===== src/rtl/entropy_collector_pkg.sv =====
// fpga_entropy_defs: register map, CTRL/STATUS bit positions and address decode helpers
// shared by the entropy collector and its users.
package fpga_entropy_defs;

    localparam logic [7:0] ENT_ADDR_PREFIX = 8'h10;

    localparam logic [7:0] ADDR_NAME0    = 8'h00;
    localparam logic [7:0] ADDR_NAME1    = 8'h01;
    localparam logic [7:0] ADDR_VERSION  = 8'h02;
    localparam logic [7:0] ADDR_CTRL     = 8'h08;
    localparam logic [7:0] ADDR_STATUS   = 8'h09;
    localparam logic [7:0] ADDR_DATA     = 8'h10;
    localparam logic [7:0] ADDR_OVERFLOW = 8'h11;

    localparam int CTRL_ENABLE_BIT      = 0;
    localparam int CTRL_FLUSH_BIT       = 1;
    localparam int STATUS_NOT_EMPTY_BIT = 0;
    localparam int STATUS_FULL_BIT      = 1;
    localparam int STATUS_COUNT_LSB     = 8;
    localparam int STATUS_BITCNT_LSB    = 16;

    function automatic logic addr_is_mapped(input logic [7:0] a);
        return a inside {ADDR_NAME0, ADDR_NAME1, ADDR_VERSION, ADDR_CTRL,
                         ADDR_STATUS, ADDR_DATA, ADDR_OVERFLOW};
    endfunction

    function automatic logic addr_is_ro(input logic [7:0] a);
        return a inside {ADDR_NAME0, ADDR_NAME1, ADDR_VERSION, ADDR_STATUS, ADDR_DATA};
    endfunction

endpackage


===== src/rtl/entropy_collector_fifo.sv =====
// entropy_fifo: synchronous FIFO with combinational head; a write while full is accepted
// only when a read happens in the same cycle.
module entropy_fifo #(
    parameter int WIDTH      = 32,
    parameter int DEPTH_LOG2 = 4
) (
    input  logic                  clk_i,
    input  logic                  reset_n_i,
    input  logic                  clear_i,
    input  logic                  wr_en_i,
    input  logic [WIDTH-1:0]      wr_data_i,
    input  logic                  rd_en_i,
    output logic [WIDTH-1:0]      rd_data_o,
    output logic                  empty_o,
    output logic                  full_o,
    output logic [DEPTH_LOG2:0]   count_o
);

    localparam int DEPTH = 2 ** DEPTH_LOG2;

    logic [WIDTH-1:0]      mem_q [DEPTH];
    logic [DEPTH_LOG2-1:0] wr_ptr_q, wr_ptr_d, rd_ptr_q, rd_ptr_d;
    logic [DEPTH_LOG2:0]   count_q, count_d;
    logic                  do_wr, do_rd;

    assign empty_o   = count_q == '0;
    assign full_o    = count_q == (DEPTH_LOG2+1)'(DEPTH);
    assign count_o   = count_q;
    assign rd_data_o = mem_q[rd_ptr_q];
    assign do_rd     = rd_en_i && !empty_o;
    assign do_wr     = wr_en_i && (!full_o || do_rd);

    always_comb begin
        wr_ptr_d = clear_i ? '0 : do_wr ? wr_ptr_q + 1'b1 : wr_ptr_q;
        rd_ptr_d = clear_i ? '0 : do_rd ? rd_ptr_q + 1'b1 : rd_ptr_q;
        count_d  = clear_i ? '0 : count_q + (DEPTH_LOG2+1)'(do_wr) - (DEPTH_LOG2+1)'(do_rd);
    end

    always_ff @(posedge clk_i) begin
        if (!reset_n_i) begin
            wr_ptr_q <= '0;
            rd_ptr_q <= '0;
            count_q  <= '0;
        end else begin
            wr_ptr_q <= wr_ptr_d;
            rd_ptr_q <= rd_ptr_d;
            count_q  <= count_d;
        end
    end

    always_ff @(posedge clk_i) begin
        if (reset_n_i && !clear_i && do_wr) mem_q[wr_ptr_q] <= wr_data_i;
    end

endmodule


===== src/rtl/entropy_collector.sv =====
// entropy_collector: packs single-bit noise samples into 32-bit words, queues them in a FIFO
// and exposes control, status and data registers on the cs/we/address core bus.
module entropy_collector
    import fpga_entropy_defs::*;
#(
    parameter int          FIFO_DEPTH_LOG2 = 4,
    parameter logic [31:0] CORE_NAME0      = 32'h656e7463,
    parameter logic [31:0] CORE_NAME1      = 32'h6f6c6c20,
    parameter logic [31:0] CORE_VERSION    = 32'h302e3130
) (
    input  logic        clk_i,
    input  logic        reset_n_i,
    input  logic        noise_bit_i,
    input  logic        noise_valid_i,
    input  logic        cs_i,
    input  logic        we_i,
    input  logic [7:0]  address_i,
    input  logic [31:0] write_data_i,
    output logic [31:0] read_data_o,
    output logic        error_o,
    output logic [7:0]  debug_o
);

    localparam int CW = FIFO_DEPTH_LOG2 + 1;

    logic        enable_q, enable_d;
    logic [31:0] word_q, word_d, overflow_q, overflow_d;
    logic [4:0]  bitcnt_q, bitcnt_d;
    logic [7:0]  debug_q, debug_d;
    logic [31:0] fifo_head, new_word, status, rd_mux;
    logic        fifo_empty, fifo_full;
    logic [CW-1:0] fifo_count;
    logic        ctrl_wr, ovf_wr, flush, sample, complete, push, pop, drop, err, unused_wdata;

    assign unused_wdata = ^write_data_i[31:2];

    assign ctrl_wr  = cs_i && we_i && address_i == ADDR_CTRL;
    assign ovf_wr   = cs_i && we_i && address_i == ADDR_OVERFLOW;
    assign flush    = ctrl_wr && write_data_i[CTRL_FLUSH_BIT];
    assign sample   = enable_q && noise_valid_i;
    assign complete = sample && bitcnt_q == 5'd31;
    assign new_word = {word_q[30:0], noise_bit_i};
    assign push     = complete && !flush;
    assign pop      = reset_n_i && cs_i && !we_i && address_i == ADDR_DATA && !fifo_empty;
    assign drop     = push && fifo_full && !pop;

    entropy_fifo #(
        .WIDTH      (32),
        .DEPTH_LOG2 (FIFO_DEPTH_LOG2)
    ) u_fifo (
        .clk_i     (clk_i),
        .reset_n_i (reset_n_i),
        .clear_i   (flush),
        .wr_en_i   (push),
        .wr_data_i (new_word),
        .rd_en_i   (pop),
        .rd_data_o (fifo_head),
        .empty_o   (fifo_empty),
        .full_o    (fifo_full),
        .count_o   (fifo_count)
    );

    always_comb begin
        enable_d   = ctrl_wr ? write_data_i[CTRL_ENABLE_BIT] : enable_q;
        word_d     = flush ? '0 : sample ? new_word : word_q;
        bitcnt_d   = flush ? '0 : sample ? bitcnt_q + 5'd1 : bitcnt_q;
        overflow_d = ovf_wr ? '0 : (drop && overflow_q != '1) ? overflow_q + 32'd1 : overflow_q;
        debug_d    = complete ? new_word[31:24] : debug_q;
    end

    always_ff @(posedge clk_i) begin
        if (!reset_n_i) begin
            enable_q   <= 1'b0;
            word_q     <= '0;
            bitcnt_q   <= '0;
            overflow_q <= '0;
            debug_q    <= '0;
        end else begin
            enable_q   <= enable_d;
            word_q     <= word_d;
            bitcnt_q   <= bitcnt_d;
            overflow_q <= overflow_d;
            debug_q    <= debug_d;
        end
    end

    always_comb begin
        status                                = '0;
        status[STATUS_NOT_EMPTY_BIT]          = !fifo_empty;
        status[STATUS_FULL_BIT]               = fifo_full;
        status[STATUS_COUNT_LSB +: CW]        = fifo_count;
        status[STATUS_BITCNT_LSB +: 5]        = bitcnt_q;
    end

    always_comb begin
        rd_mux = '0;
        case (address_i)
            ADDR_NAME0:    rd_mux = CORE_NAME0;
            ADDR_NAME1:    rd_mux = CORE_NAME1;
            ADDR_VERSION:  rd_mux = CORE_VERSION;
            ADDR_CTRL:     rd_mux[CTRL_ENABLE_BIT] = enable_q;
            ADDR_STATUS:   rd_mux = status;
            ADDR_DATA:     rd_mux = fifo_head;
            ADDR_OVERFLOW: rd_mux = overflow_q;
            default:       rd_mux = '0;
        endcase
    end

    // An empty DATA read is an error and must not leak a stale FIFO slot.
    assign err = !addr_is_mapped(address_i) || (we_i && addr_is_ro(address_i))
               || (!we_i && address_i == ADDR_DATA && fifo_empty);
    assign error_o     = cs_i && err;
    assign read_data_o = (cs_i && !we_i && !err) ? rd_mux : '0;
    assign debug_o     = debug_q;

endmodule


===== config.mk =====
export PLATFORM = sky130hd
export DESIGN_NAME = entropy_collector
export DESIGN_NICKNAME = d
export VERILOG_FILES = /design/src/rtl/entropy_collector_pkg.sv /design/src/rtl/entropy_collector_fifo.sv /design/src/rtl/entropy_collector.sv
export SDC_FILE = /design/constraint.sdc
export NUM_CORES = 1
export LEC_CHECK = 0
export BUFFER_PORTS_ARGS = -buffer_cell sky130_fd_sc_hd__buf_4
export CORE_ASPECT_RATIO = 1.1
export CORE_MARGIN = 1.5
export CORE_UTILIZATION = 45
export CTS_CLUSTER_SIZE = 16
export DETAILED_ROUTE_END_ITERATION = 7
export HOLD_SLACK_MARGIN = 0.15
export PLACE_DENSITY = 0.67
export RECOVER_POWER = 25
export SLEW_MARGIN = 20
export SYNTH_ARGS = -nofsm -noshare
export SYNTH_HDL_FRONTEND = slang
export SYNTH_SLANG_ARGS = --single-unit

===== constraint.sdc =====
create_clock -name clk_i -period 5.7 [get_ports clk_i]
set_input_delay 0.57 -clock clk_i [delete_from_list [all_inputs] [get_ports clk_i]]
set_output_delay 0.57 -clock clk_i [all_outputs]
set_load 0.005 [all_outputs]

==> Yosys cells after proc, flatten, opt, wreduce, memory -nomap -nowiden <==
Memories as Yosys holds them, arrays and structs flattened. A register that Yosys moved wholly into a read port is not among the register bits.
Cells that the tools add are included.
{ "totals": {"output_inout_bits": 41, "ram_bits": 512, "memories": 1, "inputBits": 46, "regBits": 90, "wordCells": 72} }
{ "op_classes": {"n_reduce_logical": 40, "add_sub_neg": 6, "eq_ne": 9, "n_bitwise": 1, "n_mux": 7} }
{ "memory_table": {"columns": ["name", "words", "width", "rd", "rd_ports_with_merged_regs", "wr", "line", "source"], "rows": [
  ["u_fifo.mem_q", 16, 32, 1, 1, 1, "entropy_collector_fifo.sv:21", "logic [WIDTH-1:0] mem_q [DEPTH];"]
]} }
{ "ops": {"columns": ["operator", "count"], "rows": [
  ["$pmux W31 S6", 1],
  ["$add A32 B1 Y32 const B", 1],
  ["$mux W32", 1],
  ["$ne A32 B32 Y1 const B", 1],
  ["$logic_and A1 B1 Y1", 24],
  ["$eq A8 B4 Y1 const B", 2],
  ["$eq A8 B5 Y1 const B", 2],
  ["$eq A5 B5 Y1 const B", 2],
  ["$add A4 B1 Y4 const B", 2],
  ["$eq A8 B1 Y1 const B", 1],
  ["$eq A8 B2 Y1 const B", 1],
  ["$logic_not A8 Y1", 1],
  ["$mux W4", 2],
  ["$logic_not A1 Y1", 7],
  ["$reduce_bool A7 Y1", 1],
  ["$add A5 B1 Y5", 1],
  ["$add A5 B1 Y5 const B", 1],
  ["$logic_not A5 Y1", 1],
  ["$pmux W1 S5", 1],
  ["$reduce_bool A5 Y1", 1],
  ["$sub A5 B1 Y5", 1],
  ["$reduce_or A2 Y1", 2],
  ["$logic_or A1 B1 Y1", 3],
  ["$mux W1", 2],
  ["$not A1 Y1", 1]
]} }

==> Depth between registers and ports, before layout <==
Gate-level depths: netlist of the first run.
{ "logic_depth": {"word_depth": 10, "ltp_mapped": 16, "mapped_depth_nobuf": 14} }

==> Modules after synthesis <==
From an unflattened synthesis of the first run, not the netlist that was laid out.
{ "unflattened": {"cells_unflattened": 1445, "hier_area_um2": 24174.4} }
{ "by_module_without_submodules": {"columns": ["mod", "area_per_inst_um2", "cells_per_inst", "n_inst", "seq_area_each_um2"], "rows": [
  ["entropy_fifo", 19995.4, 893, 1, 15715.1],
  ["entropy_collector", 4179.0, 552, 1, 1541.5]
]} }

==> Worst setup path after synthesis of the first run <==
Ideal clock, no wire load.
{ "synth_timing": {"path_kind": "input to register", "from": "in address_i[2]", "to": "mem u_fifo.mem_q[13][0], enable pin", "arrival_time_ps": 4093, "cell_stages": 5, "setup_time_ps": 461, "required_time_ps": 5239, "slack_ps": 1146, "path_buffers": 1, "path_cell_list": "or4_4 nor4_2 o211ai_1 buf_2 nor3_1"} }
{ "synth_between": {"elab_chain_cells": 9, "elab_cells_between_ends": 15, "classes_between": "eq/ne (2); mux (2); reduce/logical (11)"} }
{ "synth_lines": {"columns": ["item", "line", "source"], "rows": [
  ["start, declared", "entropy_collector.sv:17", "input logic [7:0] address_i,"],
  ["$eq A8 B4 Y1 / $eq A8 B5 Y1 (equally long branches)", "entropy_collector.sv:37, entropy_collector.sv:44", null],
  ["$logic_and A1 B1 Y1, on equally long branches", "entropy_collector.sv:37, entropy_collector.sv:44", null],
  ["$logic_and A1 B1 Y1, on equally long branches", "entropy_collector.sv:39, entropy_collector.sv:44", null],
  ["$logic_not A1 Y1 / $logic_and A1 B1 Y1 (equally long branches)", "entropy_collector_fifo.sv:52, entropy_collector.sv:43, entropy_collector_fifo.sv:30", null],
  ["$logic_and A1 B1 Y1 / $logic_or A1 B1 Y1 (equally long branches)", "entropy_collector.sv:43, entropy_collector_fifo.sv:31", null],
  ["$logic_and A1 B1 Y1", "entropy_collector_fifo.sv:31", "assign do_wr = wr_en_i && (!full_o || do_rd);"],
  ["$logic_and A1 B1 Y1 *", "entropy_collector_fifo.sv:52", "if (reset_n_i && !clear_i && do_wr) mem_q[wr_ptr_q] <= wr_data_i;"],
  ["$mux W1 *", "entropy_collector_fifo.sv:52", null],
  ["$mux W1 (implied by the code) *", "entropy_collector_fifo.sv:52", null],
  ["end, declared", "entropy_collector_fifo.sv:21", null]
]} }
Every way passes the cells marked *; elsewhere a longest branch is shown, timed or not.

==> impl_metrics.toml, run 1 <==
[pwr]
powerDensity_nw_per_um2 = 307.3
p_int_mw = 6.856
power_mw = 8.445
p_sw_share_pct = 18.82
total_leakage_power_nw = 9.440
clock_power_share_pct = 43.4
power_frac_seq_pct = 56.0
peakVddDrop_mv = 0.2309
p_comb_share_pct = 0.6
p_switching_mw = 1.590

[timing]
fmax_ghz = 0.2391
clock-skew-final_ps = 22.12
finalHoldViolCount = 0
final.setup.tns_ps = 0
finalCritPeriodShare_pct = 73.36
setup_viol = 0
drv_slew = 0
rsz0062_at_grt = "false"
fin_crit_ps = 4182
maxSlewHeadroom_pct = 27.49
worstMarginPinSlew_ps = 1088

[layout]
diodes = 0
stdcell_count = 2234
area_growth_pct = 13.17
finalNetCount = 1567
layout-drive-gt1-share_pct = 23.58
fin_util_pct = 51.42

[grt]
grt_pass1_vias = 13480
grt_max_degree = 54
grt_pass1_wl_mm = 85.90
track_usage_pct = 20.86
overflow = 0
antenna_found_initial = 1

[setup_path]
path_class = "register to output pin"
worst-endpoint-arrival_ps = 3610
worst-endpoint-required_ps = 5130
crit_fanout = 36
worst_r2r_path_depth = 9
start_kind = "register"
endpoint_kind = "output pin"

[synthesis]
synth_nets = 1497
synth_seq_cells = 606
ys_warn_count = 0
postSynthAreaPerCell_um2 = 16.91
synth_cells = 1436
synth_flop_cell = "edfxtp_1"
netlist_area_um2 = 24280
async_reset_ff_share_pct = 0
synthDistinctLibCells = 58
synth_edf_count = 512
synth-seq-area-share_pct = 71.06

[routing]
ant_nets = 0
wl_mm = 57.15
wl_per_cell_um = 25.58
vias = 13540
drt_pass1_iterations = 5
drc_errors = 0
via_per_inst = 6.061
drtIter0Drc = 1311

[cts]
cts_made_buffers = 54
clk_transition_reported_paths_ps = 70
clk_path_buf_depth = 3
cts_root_buf = "clkbuf_16"
insertion_delay_ps = 590
postCtsHoldBufs = 0
cts_tree = "done"
htreeDepth = 2
post_cts_buffers = 0
clock_sinks = 606
cts.repair.resized = 0

[die]
initial_core_util_pct = 45.43
die_w_um = 224.5
die_y_um = 246.6
die_area_um2 = 55370
io_pins = 87
core_area_um2 = 53450
rows = 89

[hold_path]
whs_path_depth = 3
min-delay-path-class = "input port to register"

[placement]
numPortBuffers = 56
dp_hpwl_mm = 34.77
gp_congestion = 0.8676
place_inst = 2132

[flow_run]
cap_violations = 0

[run_status]
outcome = "finished clean"
-- cell type report --
cell class / instances / area [um^2]
fillers: 4203 / 25970
flip-flops and latches: 606 / 17270
multi-input cells: 726 / 6723
clock buffers: 72 / 1493
well taps: 682 / 853.3
repair buffers: 100 / 784.5
clock inverters: 30 / 294.0
inverters: 18 / 67.56
-- state kept, by name (all words and copies together), names as in the netlist, named ones only --
register,flops
enable_q,1
debug_o,8
bitcnt_q,5
u_fifo.rd_ptr_q,4
overflow_q,32
u_fifo.mem_q,512
word_q,31
u_fifo.wr_ptr_q,4
u_fifo.count_o,5
-- metrics by stage --
| step | area, um^2 | setup slack (ps) | hold slack [ps] |
|---|---|---|---|
| detailed placement | 25700 | 1574 | 454.8 |
| finish | 27480 | 1519 | 209.9 |
| global placement | 25680 | 1714 | 447.1 |
| global route | 27480 | 1251 | 207.6 |
| CTS | 27480 | 1390 | 197.7 |
| floorplan | 24280 | 1146 | 451.6 |
-- Yosys cell counts (2+ instances only) --
cell | n | share of area [%]
inv_1 | 18 | 0.28
or4_1 | 22 | 0.68
xor2_1 | 5 | 0.18
nand4_1 | 11 | 0.28
a22o_1 | 14 | 0.50
and2_1 | 5 | 0.13
mux4_2 | 129 | 12
and4_1 | 6 | 0.22
nor4_2 | 2 | 0.10
nand2b_1 | 12 | 0.31
dfxtp_1 | 94 | 7.7
nor4_1 | 9 | 0.23
buf_2 | 18 | 0.37
mux2i_1 | 17 | 0.70
a211oi_1 | 5 | 0.15
edfxtp_1 | 512 | 63
xnor2_1 | 5 | 0.18
buf_4 | 3 | 0.093
clkbuf_1 | 46 | 0.71
o21ai_0 | 13 | 0.27
o2111ai_1 | 3 | 0.11
or3_1 | 9 | 0.23
mux2_2 | 23 | 1.1
a221oi_1 | 11 | 0.40
a21oi_1 | 109 | 2.2
buf_6 | 3 | 0.14
ha_1 | 14 | 0.72
nor4b_1 | 4 | 0.14
and3_1 | 7 | 0.18
a31oi_1 | 8 | 0.21
nor3_1 | 17 | 0.35
o31ai_1 | 21 | 0.65
nor2b_1 | 9 | 0.23
nor2_1 | 42 | 0.65
nand3_1 | 24 | 0.49
a22oi_1 | 23 | 0.71
buf_1 | 16 | 0.25
nand2_1 | 127 | 2.0
-- cells in the final DEF, fill, tap and decap left out, types with 21 or more instances in the layout --
cell         n
mux4_2     129
o31ai_1     21
a22oi_1     23
mux2_2      23
a21oi_1    109
or4_1       22
nand2_1    126
clkbuf_16   57
nand3_1     24
buf_4       96
edfxtp_1   512
dfxtp_1     91
nor2_1      34
-- metal layers --
layer,up-vias,share of wire (%),global-route usage [%]
li1,5889,-,-
met1,7092,41,27.81
met2,470,50,35.45
met3,90,6.1,2.993
met4,0,3.0,6.593
met5,-,0,0
-- worst max-delay path, stage by stage, from the launching register on --
cell and delay (ps):
dfxtp_4 890, buf_12 320, mux4_2 540, a22o_1 250, o21ai_0 530, a41oi_1 250
buf_4 210
-- kinds of logic (layout without fill, tap and decap cells) --
group	after synthesis	count (layout)	synth area share, %
multiplexers	169	169	13.73
AO/OA/AOI/OAI	215	215	5.559
XOR/XNOR	10	10	0.3606
flip-flops	606	606	71.06
adder cells (fa/ha/maj)	15	15	0.8038
buffers and inverters	104	220	1.839
AND/OR/NAND/NOR	317	317	6.646
-- worst paths after layout --
check / start / endpoint / slack [ps]
max reg2reg: bitcnt_q[1] / u_fifo.mem_q[7][20] / 1810
min reg2reg: debug_o[1] / debug_o[1] / 460
max: register / read_data_o[8] / 1520
min: write_data_i[0] / enable_q / 210
-- power groups by stage --
stage	clock [mW]	combinational (mW)	sequential, mW
after floorplan	0	0.0246	4.83
after global placement	0	0.0458	4.83
after detailed placement	0	0.0478	4.83
after CTS	3.71	0.0481	4.73
after global routing	3.87	0.0520	4.73
final	3.66	0.0482	4.73
Note: power is estimated with default switching activity, not from simulation.
==> inputs of run 2 (changes only) <==
- clock period: 5.7 -> 3.97 ns (I/O delays scaled with it)
==> impl_metrics.toml, run 2 (synthesis gave the netlist of run 1 again) <==
[run_status]
outcome = "finished clean"

[setup_path]
crit_path_cell_trace = "buf_12 -> mux4_2 -> a22o_1 -> o21ai_0 -> a21oi_1 -> buf_4"
crit_family = "compound AO/OA/AOI/OAI gates"
cp_slowest_cell = "dfxtp_4"
path_class = "register to output pin"
crit_buf_inv = 2
start_kind = "register"
worst-endpoint-arrival_ps = 3350
critical-path-max-stage-delay_ps = 610
worst-endpoint-required_ps = 3570
crit_fanout = 34
endpoint_kind = "output pin"

[hold_path]
min-delay-path-class = "input port to register"

[layout]
fin_util_pct = 51.88
top_register = "u_fifo.mem_q"
diodes = 0
multi_input_area_um2 = 6706
seq_area_um2 = 17270
fill_cells = 4267
stdcell_count = 2248
layout-drive-gt1-share_pct = 24.33
final_cell_mix = "edfxtp_1, mux4_2, nand2_1"
final_area_um2 = 27730
top_regs = "u_fifo.mem_q (512), overflow_q (32), word_q (31)"
finalNetCount = 1581
area_growth_pct = 14.19
layout_commonest_cell = "edfxtp_1"
largest_reg_flops = 512

[routing]
vias = 13740
wl_per_cell_um = 25.99
wl_mm = 58.42
drc_errors = 0
via_per_inst = 6.110
drt_pass1_iterations = 5
drtIter0Drc = 1448
ant_nets = 0

[flow_run]
cap_violations = 0

[timing]
holdWs_ps = 219.0
drv_slew = 0
rsz0062_at_grt = "false"
fmax_ghz = 0.2667
setup_viol = 0
worstMarginPinSlew_ps = 1073
clock-skew-final_ps = 16.79
finalCritPeriodShare_pct = 94.46
maxSlewHeadroom_pct = 28.44
finalHoldViolCount = 0
fin_crit_ps = 3750

[pwr]
powerDensity_nw_per_um2 = 441.7
total_leakage_power_nw = 9.641
peakVddDrop_mv = 0.3026

[die]
die_y_um = 246.6
io_pins = 87
core_area_um2 = 53450
die_area_um2 = 55370
rows = 89
initial_core_util_pct = 45.43
die_w_um = 224.5

[grt]
overflow = 0
grt_pass1_wl_mm = 86.84
grt_max_degree = 74
track_usage_pct = 21.22
grt_pass1_vias = 13590
antenna_found_initial = 0

[placement]
dp_hpwl_mm = 34.17
numPortBuffers = 56
placed_area_um2 = 25860
place_inst = 2141
gp_congestion = 0.9242

[cts]
clk_path_buf_depth = 3
clock_sinks = 606
cts_root_buf = "clkbuf_16"
cts_tree = "done"
post_cts_buffers = 0
htreeDepth = 2
insertion_delay_ps = 590
clk_transition_reported_paths_ps = 60
cts_made_buffers = 56
[run 2: cell count changes in the layout (fill, tap and decap cells not counted), sizes merged]
cell and change:
clkbuf +6, buf +8, bufinv -1, dlygate4sd3 +3, inv +3, clkinv -5
[run 2: report_power, final]
part	switching, mW	internal (mW)
Clock	2.31	3.07
Combinational	0.0486	0.0214
Sequential	0.0000246	6.80
Total	2.36	9.89
[run 2: layer usage]
metal  up-vias  part of all wire [%]  global-route usage, %
li1       5923                     -                      -
met1      7173                    41                  28.64
met2       540                    50                  36.57
met3        99                   5.9                  2.206
met4         0                   2.6                  6.119
met5         -                     0                      0
[run 2: final timing paths]
kind | startpoint | endpoint | slack (ps) | depth (start not counted)
setup / recovery | register | read_data_o[19] | 220 | 6
hold / removal | address_i[6] | enable_q | 220 | 5
hold reg to reg | debug_o[6] | debug_o[6] | 460 | 2
setup reg to reg | bitcnt_q[0] | u_fifo.count_o[4] | 850 | 15
[run 2: per-stage QoR]
stage          worst slack, ps  setup TNS, ps  power, mW
2_1_floorplan           -410.8         -52580      6.971
3_3_place_gp             591.6              0      6.999
3_5_place_dp             580.3              0      7.001
4_1_cts                  216.5              0      12.32
5_1_grt                  102.1              0      12.56
6_report                 220.1              0      12.25
[run 2: what timing repair did]
item	4_1_cts	5_1_grt
endpoints found under the hold margin	19	0
hold buffers	3	0
setup endpoints to repair	0	0
resized for setup	0	0
[run 2: worst min-delay path, cell delays in order]
cell and delay (ps):
buf_4 100, nor4_1 50, nand3_1 80, mux2i_1 70, nor2_1 80
[run 2: cell type report]
cell class	instances	area share [%]
Multi-Input combinational cell	726	24.18
Inverter	18	0.2436
Clock buffer	77	5.590
Sequential cell	606	62.27
Clock inverter	27	1.065
Tap cell	682	3.077
Timing Repair Buffer	112	3.573
